[src/rtl/bb_arbiter.sv]
// bb_arbiter: round-robin N:1 Blackbone arbiter with registered one-hot grant, optional hold limit and read-data return.
module bb_arbiter #(
    parameter int MASTERS    = 2,
    parameter int DATA_WIDTH = 32,
    parameter int ADDR_WIDTH = 32,
    parameter int MAX_HOLD   = 0
) (
    input  logic                                 clk_i,
    input  logic                                 rst_i,
    input  logic [MASTERS-1:0][ADDR_WIDTH-1:0]   m_addr_i,
    input  logic [MASTERS-1:0][DATA_WIDTH-1:0]   m_din_i,
    input  logic [MASTERS-1:0]                   m_en_i,
    input  logic [MASTERS-1:0]                   m_we_i,
    output logic [MASTERS-1:0]                   m_gnt_o,
    output logic [MASTERS-1:0][DATA_WIDTH-1:0]   m_dout_o,
    output logic [MASTERS-1:0]                   m_rvalid_o,
    output logic [ADDR_WIDTH-1:0]                s_addr_o,
    output logic [DATA_WIDTH-1:0]                s_din_o,
    output logic                                 s_en_o,
    output logic                                 s_we_o,
    input  logic [DATA_WIDTH-1:0]                s_dout_i
);
    localparam int PW = $clog2(MASTERS);
    localparam int HW = (MAX_HOLD > 0) ? $clog2(MAX_HOLD + 1) : 1;

    logic [MASTERS-1:0] gnt_q, gnt_d, rvalid_q, rvalid_d;
    logic [PW-1:0]      last_q, last_d;
    logic [HW-1:0]      hold_q, hold_d;
    logic               own_en, preempt, rearb;
    logic [PW:0]        pick;

    // Returns {found, index} of the first requester after ptr, wrapping modulo MASTERS.
    function automatic logic [PW:0] rr_pick(input logic [MASTERS-1:0] req, input logic [PW-1:0] ptr);
        logic [PW:0] r;
        logic [PW:0] idx;
        r = '0;
        for (int k = MASTERS; k >= 1; k--) begin
            idx = {1'b0, ptr} + (PW+1)'(k);
            if (idx >= (PW+1)'(MASTERS)) idx = idx - (PW+1)'(MASTERS);
            if (req[idx[PW-1:0]]) r = {1'b1, idx[PW-1:0]};
        end
        return r;
    endfunction

    always_comb begin
        own_en   = |(gnt_q & m_en_i);
        preempt  = (MAX_HOLD > 0) && own_en && (int'(hold_q) >= MAX_HOLD - 1) && |(m_en_i & ~gnt_q);
        rearb    = !own_en || preempt;
        pick     = rr_pick(own_en ? (m_en_i & ~gnt_q) : m_en_i, last_q);
        gnt_d    = rearb ? (pick[PW] ? (MASTERS'(1) << pick[PW-1:0]) : '0) : gnt_q;
        last_d   = (rearb && pick[PW]) ? pick[PW-1:0] : last_q;
        hold_d   = rearb ? '0 : ((int'(hold_q) < MAX_HOLD) ? hold_q + 1'b1 : hold_q);
        rvalid_d = gnt_q & m_en_i & ~m_we_i;
    end

    // Grant is one-hot, so a plain priority mux over the owner is enough.
    always_comb begin
        s_addr_o = '0;
        s_din_o  = '0;
        s_we_o   = 1'b0;
        s_en_o   = own_en;
        for (int i = 0; i < MASTERS; i++) begin
            if (gnt_q[i]) begin
                s_addr_o = m_addr_i[i];
                s_din_o  = m_din_i[i];
                s_we_o   = m_we_i[i];
            end
            m_dout_o[i] = rvalid_q[i] ? s_dout_i : '0;
        end
    end

    always_ff @(posedge clk_i or posedge rst_i) begin
        if (rst_i) begin
            gnt_q    <= '0;
            last_q   <= PW'(MASTERS - 1);
            hold_q   <= '0;
            rvalid_q <= '0;
        end else begin
            gnt_q    <= gnt_d;
            last_q   <= last_d;
            hold_q   <= hold_d;
            rvalid_q <= rvalid_d;
        end
    end

    assign m_gnt_o    = gnt_q;
    assign m_rvalid_o = rvalid_q;
endmodule

[config.mk]
export PLATFORM = sky130hd
export DESIGN_NAME = bb_arbiter
export DESIGN_NICKNAME = d
export VERILOG_FILES = /design/src/rtl/bb_arbiter.sv
export SDC_FILE = /design/constraint.sdc
export NUM_CORES = 1
export LEC_CHECK = 0
export BUFFER_PORTS_ARGS = -buffer_cell sky130_fd_sc_hd__buf_4
export CAP_MARGIN = 20
export CELL_PAD_IN_SITES_DETAIL_PLACEMENT = 1
export CELL_PAD_IN_SITES_GLOBAL_PLACEMENT = 2
export CORE_ASPECT_RATIO = 2
export CORE_MARGIN = 2
export CORE_UTILIZATION = 10
export DETAILED_ROUTE_END_ITERATION = 10
export PLACE_DENSITY_LB_ADDON = 0.1
export SLEW_MARGIN = 20
export SYNTH_ARGS = -nofsm -noshare
export SYNTH_HDL_FRONTEND = slang
export SYNTH_SLANG_ARGS = --single-unit
[constraint.sdc]
create_clock -name clk_i -period 1.31 [get_ports clk_i]
set_input_delay 0.0655 -clock clk_i [delete_from_list [all_inputs] [get_ports clk_i]]
set_output_delay 0.0655 -clock clk_i [all_outputs]
set_load 0.01 [all_outputs]
[Word-level counts from Yosys, hierarchy flattened]
Index checks and enable logic that the tools add are counted.
Storage, ports and cells
  output and inout port bits: 134
  register bits after elaboration: 5
Operators by class
  order comparisons: 4
  shift operators: 1
  reductions and logical operators: 3
  multiplexer cells: 18
  $add $sub $neg: 4
  bitwise logic cells: 5
Operator list (count)
  $mux W32: 6
  $mux W1: 8
  $mux W2: 4
  $and A2 B2 Y2: 3
  $ge A2 B2 Y1 const B: 2
  $lt A1 B2 Y1 const B: 2
  $not A2 Y2: 2
  $add A1 B1 Y2 const B: 1
  $add A1 B2 Y2 const B: 1
  $reduce_or A2 Y1: 1
  $shl A1 B1 Y2 const A: 1
  $sub A1 B1 Y1 const B: 2
  $logic_and A1 B1 Y1: 1
  $logic_not A1 Y1: 1

[Depth between registers and ports, before layout]
Gate-level depths: netlist (run 1).
  depth in word-level cells: 9
  mapped depth: 5
  gate-level depth less buffers: 3

[Worst setup path after synthesis (run 1)]
Ideal clock, no wire load.
  path kind: register -> output
  from: reg gnt_q[1] (netlist: m_gnt_o[1])
  to: out s_addr_o[29]
  buffers on the path: 3
  arrival: 1.149 ns
  cell stages (with the launch flop): 5
  path slack: 0.095 ns
  cells stage by stage: dfrtp_1 > buf_4 > buf_6 > buf_2 > o21ai_0
On the way
  word-level cells in the longest chain between the ends: 1
Ends and longest elaborated chain
  start: declaration: RTL line 26  | logic [MASTERS-1:0] gnt_q, gnt_d, rvalid_q, rvalid_d;
  start signal: assignment: RTL line 79  | gnt_q <= gnt_d;
  $mux W32: RTL line 63  | if (gnt_q[i]) begin
  end: declaration: RTL line 17  | output logic [ADDR_WIDTH-1:0] s_addr_o,
Every way passes these cells.

[Worst setup path after layout (run 1)]
  from: reg gnt_q[0] (netlist: m_gnt_o[0])
  to: out s_addr_o[4]
On the way
  word-level cells in the longest chain between the ends: 2
Ends and longest elaborated chain (RTL line)
  $mux W32 (2 in a row): 63
Every way passes these cells.

==> results of run 1 <==
## sequential cells by signal, summed over array words and instances, names as in the netlist
name	count
m_gnt_o	2
m_rvalid_o	2
last_q	1
## layer usage
metal | vias up | share of wire [%] | track usage, % | wire length [µm]
met5 | - | 0 | 0 | 0
li1 | 1250 | - | - | -
met3 | 4 | 8.9 | 3.76 | 1010
met4 | 0 | 0.39 | 1.54 | 44
met2 | 174 | 62 | 28.6 | 7040
met1 | 1240 | 29 | 11.6 | 3320
## synth_stat cells
cell type | count | area, µm²
a21oi_1 | 1 | 5.00
buf_6 | 1 | 11.3
dfstp_2 | 1 | 26.3
o211ai_1 | 1 | 7.51
buf_2 | 2 | 10.0
buf_12 | 7 | 140
a31oi_1 | 1 | 6.26
clkbuf_1 | 10 | 37.5
nand2_1 | 8 | 30.0
and2_1 | 64 | 400
inv_1 | 3 | 11.3
inv_2 | 1 | 3.75
a211o_1 | 1 | 8.76
a21boi_0 | 2 | 15.0
a22o_1 | 3 | 26.3
dfrtp_1 | 4 | 100
nor2b_4 | 1 | 13.8
buf_4 | 1 | 7.51
o21ai_0 | 2 | 10.0
a22o_2 | 60 | 601
nor2_1 | 2 | 7.51
## critical path, cell delays in order, from the launching register on
cell and delay [ns]:
dfrtp_1 0.38, nor2b_4 0.15, buf_8 0.15, clkbuf_16 0.16, a22o_4 0.21, buf_6 0.12
## logic make-up (layout without fill, tap and decap cells)
group / after synthesis / after routing
buffers and inverters: 25 / 329
AO/OA/AOI/OAI: 71 / 71
flip-flops: 5 / 5
AND/OR/NAND/NOR: 75 / 75
## worst min-delay path by stage
stage | to | slack, ns | cells after the start
finish | m_rvalid_o[0]$_DFF_PP0_ | 0.004 | 2
global route | m_rvalid_o[0]$_DFF_PP0_ | 0.01 | 2
CTS | m_rvalid_o[0]$_DFF_PP0_ | 0.004 | 2
detailed placement | m_rvalid_o[1]$_DFF_PP0_ | -0.01 | 2
global placement | m_rvalid_o[1]$_DFF_PP0_ | -0.02 | 2
floorplan | m_gnt_o[0]$_DFFE_PP0N_ | -0.16 | 1
## power by group through the flow
stage,clock network [µW],logic (µW),registers [µW]
6_report,512,2640,203
2_1_floorplan,0,948,207
3_5_place_dp,0,2010,205
5_1_grt,530,2810,206
4_1_cts,521,2340,202
3_3_place_gp,0,2010,202
## metrics by stage
| stage | instance area, µm² | utilization, % | total power [µW] | setup TNS (ns) | worst slack [ns] |
|---|---|---|---|---|---|
| final | 4670 | 32.3 | 3350 | -8.61 | -0.162 |
| after floorplan | 1480 | - | 1160 | 0 | 0.0953 |
| after detailed placement | 3870 | 26.8 | 2210 | 0 | 0.0204 |
| after global placement | 3870 | 26.8 | 2210 | 0 | 0.0126 |
| after global routing | 4670 | 32.3 | 3550 | -12.30 | -0.210 |
| after CTS | 4280 | 29.7 | 3070 | -8.84 | -0.157 |
## cell usage in the layout, fill, tap and decap left out
cell type      Yosys  layout
a22o_1             3       3
dlygate4sd3_1      0       2
a31oi_1            1       1
o21ai_2            0       2
inv_1              3       3
dfrtp_2            0       1
clkbuf_16          0       5
nor2_1             2       2
inv_2              1       1
o211ai_1           1       1
buf_6              1      64
buf_12             7       4
a21oi_1            1       1
nand2_2            0       2
nand2_1            8       6
buf_8              0       1
nor2b_4            1       1
a22o_2            60      29
a21boi_0           2       2
buf_16             0       4
clkbuf_1          10       1
buf_4              1     244
and2_1            64      64
dfrtp_1            4       3
a22o_4             0      31
a211o_1            1       1
dfstp_2            1       1
## what timing repair did
| item | 4_1_cts | 5_1_grt |
|---|---|---|
| pin swaps | 2 | 3 |
| setup endpoints to repair | 62 | 67 |
| setup buffers | 7 | 1 |
| gates cloned | 4 | 2 |
| resized for setup | 46 | 61 |
| hold buffers | 2 | 0 |
| endpoints found under the hold margin | 6 | 0 |
## final cells by class
type / count / area, µm² / share of cell area (%)
repair buffers: 321 / 2830 / 60.6
flip-flops and latches: 5 / 128 / 2.74
inverters: 4 / 15.0 / 0.322
clock buffers: 4 / 78.8 / 1.69
well taps: 192 / 240 / 5.15
multi-input cells: 146 / 1380 / 29.5
==> flow_metrics.env, run 1 <==
export IMPL_synth_fp_nets=342
export IMPL_grt_use_total_pct=13.0
export IMPL_worstPathArrival_ns=1.41
export IMPL_htreeDepth=1
export IMPL_clock_latency_ns=0.23
export IMPL_end_kind="output port"
export IMPL_cts_tree="done"
export IMPL_gp_congestion=0.748
export IMPL_hpwlAfterDp_mm=9.05
export IMPL_drc=0
export IMPL_synth_seq_cells=5
export IMPL_dieHeight_um=176
export IMPL_grt_pass1_vias=2868
export IMPL_switching_share_pct=34.0
export IMPL_overflow=0
export IMPL_setup_viol=67
export IMPL_hold_ws_ns=0.00406
export IMPL_p_clk_share_pct=15.3
export IMPL_fin_crit_ns=1.47
export IMPL_syn_inst=176
export IMPL_io_buffers=299
export IMPL_clk_pin_slew_ns=0.03
export IMPL_num_rows=62
export IMPL_grt_max_degree=41
export IMPL_p_int_uw=2210
export IMPL_status="finished with violations"
export IMPL_fin_crit_sh_pct=112
export IMPL_tightest_slew_ns=0.350
export IMPL_vias=2668
export IMPL_yosys_area_share_simple_pct=30.5
export IMPL_synthMuxAreaShare_pct=0
export IMPL_drtAntennaViolNets=0
export IMPL_yosysWarningCount=0
export IMPL_final_hold_viol_count=0
export IMPL_combinationalPowerShare_pct=78.7
export IMPL_instances_no_fill=672
export IMPL_path_class="reg2out"
export IMPL_fmax_mhz=679
export IMPL_avgSynthCellArea_um2=8.40
export IMPL_dp_cells=654
export IMPL_syn_cell_area_mm2=0.00148
export IMPL_worst_ep_required_time_ns=1.24
export IMPL_r2r_end="m_gnt_o[0]$_DFFE_PP0N_"
export IMPL_synth_cell_types=21
export IMPL_firstDrtPassIters=4
export IMPL_start_util_pct=10.2
export IMPL_p_seq_share_pct=6.0
export IMPL_clock_root_buffer="clkbuf_16"
export IMPL_p_per_area_mw_per_mm2=719
export IMPL_area_growth_pct=215
export IMPL_rr_worst_depth=5
export IMPL_cp_start_kind="flop"
export IMPL_nets=647
export IMPL_crit_fanout=7
export IMPL_critPathCapture="s_addr_o[4]"
export IMPL_die_area_mm2=0.0158
export IMPL_fillers=1754
export IMPL_maxSlewHeadroom_pct=76.6
export IMPL_cap_viol_max_count=0
export IMPL_via_per_inst=3.97
export IMPL_core_area_mm2=0.0144
export IMPL_die_x_um=90.0
export IMPL_reg2reg_setup_slack_ns=-0.03
export IMPL_p_leak_uw=0.00245
export IMPL_fin_skew_ns=0.000475
export IMPL_io_pins=300
export IMPL_grt_pass1_wl_mm=16.3
export IMPL_worstHoldStart="m_we_i[0]"
export IMPL_clock_sinks=5
export IMPL_drive_gt1_share_pct=81.3
export IMPL_final_max_slew_viol_count=0
export IMPL_r2r_start="m_gnt_o[1]$_DFFE_PP0N_"
export IMPL_post_drt_wl_per_cell_um=17.0
export IMPL_n_antenna_cell=0
export IMPL_synth_compound_area_share_pct=45.9
export IMPL_drt_iter0_markers=29
export IMPL_worst_slack_ns=-0.162
export IMPL_rsz0062_at_grt="yes"
export IMPL_clk_path_buf_depth=2
export IMPL_routed_wl_mm=11.4
export IMPL_violations="negative setup slack"
export IMPL_p_switching_uw=1140
export IMPL_ys_seq_area_share_pct=8.54
export IMPL_crit_path_start="m_gnt_o[0]$_DFFE_PP0N_"
export IMPL_peakVddDrop_uv=268
export IMPL_min_path_type="in2reg"
export IMPL_antenna_found_initial=0
export IMPL_cts_made_buffers=3
export IMPL_synth_top_family_by_area="compound AO/OA/AOI/OAI gates"
export IMPL_synthXorXnorAreaFrac_pct=0
export IMPL_synthAdderAreaFrac_pct=0
No activity file was read; power rests on OpenSTA's default activity.
==> run 2: changes to the inputs <==
--- a/config.mk
+++ b/config.mk
@@ -14,7 +14,7 @@
 export CORE_UTILIZATION = 10
 export DETAILED_ROUTE_END_ITERATION = 10
 export PLACE_DENSITY_LB_ADDON = 0.1
-export SLEW_MARGIN = 20
+export SETUP_SLACK_MARGIN = 0.15
 export SYNTH_ARGS = -nofsm -noshare
 export SYNTH_HDL_FRONTEND = slang
 export SYNTH_SLANG_ARGS = --single-unit
==> run 2 against run 1 <==
The run ends with negative hold slack, negative setup slack left. Power rose by 12%. Cell count up 1.6%. Clock skew increased by 0.00061 ns. Register-to-register slack worse by 0.04 ns. Wire length grew 12%. Maximum frequency shrank 1.2%. Global-route usage up 1.2 points. Flip-flop and latch count unchanged. Largest cell class unchanged.
==> flow_metrics.env, run 2 (same netlist as run 1, synthesis figures left out) <==
export IMPL_grt_pass1_wl_mm=17.6
export IMPL_clk_path_buf_depth=2
export IMPL_die_x_um=90.0
export IMPL_critPathBufInv=3
export IMPL_num_rows=62
export IMPL_p_seq_share_pct=5.6
export IMPL_drt_iter0_markers=20
export IMPL_fmax_mhz=671
export IMPL_combinationalPowerShare_pct=80.8
export IMPL_reg2reg_setup_slack_ns=-0.07
export IMPL_crit_path_cell_trace="nor2b_4, buf_8, clkbuf_16, a22o_4, buf_6"
export IMPL_drive_gt1_share_pct=94.7
export IMPL_multi_input_area_mm2=0.00165
export IMPL_clock_root_buffer="clkbuf_16"
export IMPL_cp_start_kind="flop"
export IMPL_p_clk_share_pct=13.6
export IMPL_fin_skew_ns=0.00109
export IMPL_hold_ws_ns=-0.00480
export IMPL_switching_share_pct=33.6
export IMPL_via_per_inst=4.10
export IMPL_start_util_pct=10.2
export IMPL_rsz0062_at_grt="yes"
export IMPL_post_drt_wl_per_cell_um=18.7
export IMPL_end_kind="output port"
export IMPL_antenna_found_initial=0
export IMPL_io_buffers=299
export IMPL_cts_made_buffers=3
export IMPL_fin_crit_ns=1.49
export IMPL_layout_common_cells="buf_4, buf_6, and2_4, a22o_4, a22o_2"
export IMPL_p_switching_uw=1260
export IMPL_crit_fanout=7
export IMPL_routed_wl_mm=12.8
export IMPL_htreeDepth=1
export IMPL_worst_ep_required_time_ns=1.24
export IMPL_maxSlewHeadroom_pct=78.2
export IMPL_area_growth_pct=267
export IMPL_clock_sinks=5
export IMPL_p_int_uw=2490
export IMPL_min_path_type="in2reg"
export IMPL_r2r_end="last_q$_DFFE_PP1P_"
export IMPL_cap_viol_max_count=0
export IMPL_seq_area_um2=130
export IMPL_final_max_slew_viol_count=0
export IMPL_die_area_mm2=0.0158
export IMPL_hpwlAfterDp_mm=9.17
export IMPL_fin_crit_sh_pct=114
export IMPL_io_pins=300
export IMPL_r2r_start="m_gnt_o[1]$_DFFE_PP0N_"
export IMPL_drtAntennaViolNets=0
export IMPL_p_leak_uw=0.00275
export IMPL_n_antenna_cell=0
export IMPL_power_uw=3750
export IMPL_setup_viol=68
export IMPL_layout_commonest_cell="buf_4"
export IMPL_path_class="reg2out"
export IMPL_cts_tree="done"
export IMPL_p_per_area_mw_per_mm2=691
export IMPL_clk_pin_slew_ns=0.03
export IMPL_max_stage_delay_ns=0.40
export IMPL_nets=658
export IMPL_drc=0
export IMPL_core_area_mm2=0.0144
export IMPL_overflow=0
export IMPL_grt_max_degree=34
export IMPL_fillers=1684
export IMPL_gp_congestion=0.739
export IMPL_firstDrtPassIters=4
export IMPL_worstPathArrival_ns=1.42
export IMPL_worst_slack_ns=-0.180
export IMPL_vias=2803
export IMPL_grt_use_total_pct=14.2
export IMPL_cpMaxStageDelayCell="dfrtp_2"
export IMPL_status="finished with violations"
export IMPL_critPathCapture="s_din_o[29]"
export IMPL_violations="negative hold slack, negative setup slack"
export IMPL_grt_pass1_vias=3093
export IMPL_dieHeight_um=176
export IMPL_worst_path_stages=5
export IMPL_rr_worst_depth=5
export IMPL_postLayoutCoreUtil_pct=37.6
export IMPL_peakVddDrop_uv=307
export IMPL_tightest_slew_ns=0.327
export IMPL_crit_family="buffers and inverters"
export IMPL_crit_path_start="m_gnt_o[0]$_DFFE_PP0N_"
export IMPL_clock_latency_ns=0.23
export IMPL_final_hold_viol_count=1
[run 2: cell count changes in the layout (fill, tap and decap cells not counted), sizes merged]
cell / change
dlygate4sd3: -1
buf: +10
clkbuf: +2
[run 2: metrics by stage]
| step | area [µm²] | instances | TNS (ns) | hold slack (ns) | setup WS (ns) |
|---|---|---|---|---|---|
| CTS | 4810 | 677 | -9.77 | 0.000993 | -0.149 |
| global placement | 3880 | 654 | 0 | -0.0110 | 0.0709 |
| floorplan | 1480 | 176 | 0 | -0.157 | 0.116 |
| finish | 5430 | 683 | -9.94 | -0.00480 | -0.180 |
| global route | 5430 | 683 | -13.39 | 0.00445 | -0.219 |
| detailed placement | 3880 | 654 | -0.00979 | -0.00944 | -0.00979 |
[run 2: what timing repair did]
item | CTS | global route
gates resized for setup | 145 | 111
endpoints found under the hold margin | 5 | 0
hold buffers | 1 | 0
cloned | 8 | 4
setup buffers | 10 | 2
setup endpoints to repair | 96 | 131
pin swaps | 10 | 29
[run 2: layout make-up]
class,count,area share [%]
inverter,4,0.323
multi-input combinational,146,30.5
sequential,5,2.40
tap,192,4.43
clock buffer,4,1.45
timing repair buffer,332,60.9
[run 2: layer usage]
layer,vias to the layer above,global-route usage [%],wire [µm]
li1,1279,-,-
met1,1343,12.8,3720
met2,177,31.0,7980
met3,4,4.40,1050
met4,0,1.15,23
met5,-,0,0
[run 2: how the worst min path moves through the flow]
stage,start,end,slack [ns],cells past startpoint
floorplan,rst_i,m_gnt_o[1]$_DFFE_PP0N_,-0.16,1
global placement,rst_i,m_rvalid_o[1]$_DFF_PP0_,-0.01,2
detailed placement,rst_i,m_rvalid_o[0]$_DFF_PP0_,-0.009,2
CTS,m_we_i[0],m_rvalid_o[0]$_DFF_PP0_,0.001,2
global route,m_we_i[0],m_rvalid_o[0]$_DFF_PP0_,0.004,2
finish,m_we_i[0],m_rvalid_o[0]$_DFF_PP0_,-0.005,2
[run 2: power groups by stage]
stage	sequential, µW	combinational (µW)	clock [µW]
after detailed placement	206	2020	0
after floorplan	209	951	0
after global placement	204	2010	0
after CTS	209	2660	520
after global routing	214	3200	521
final	210	3030	510
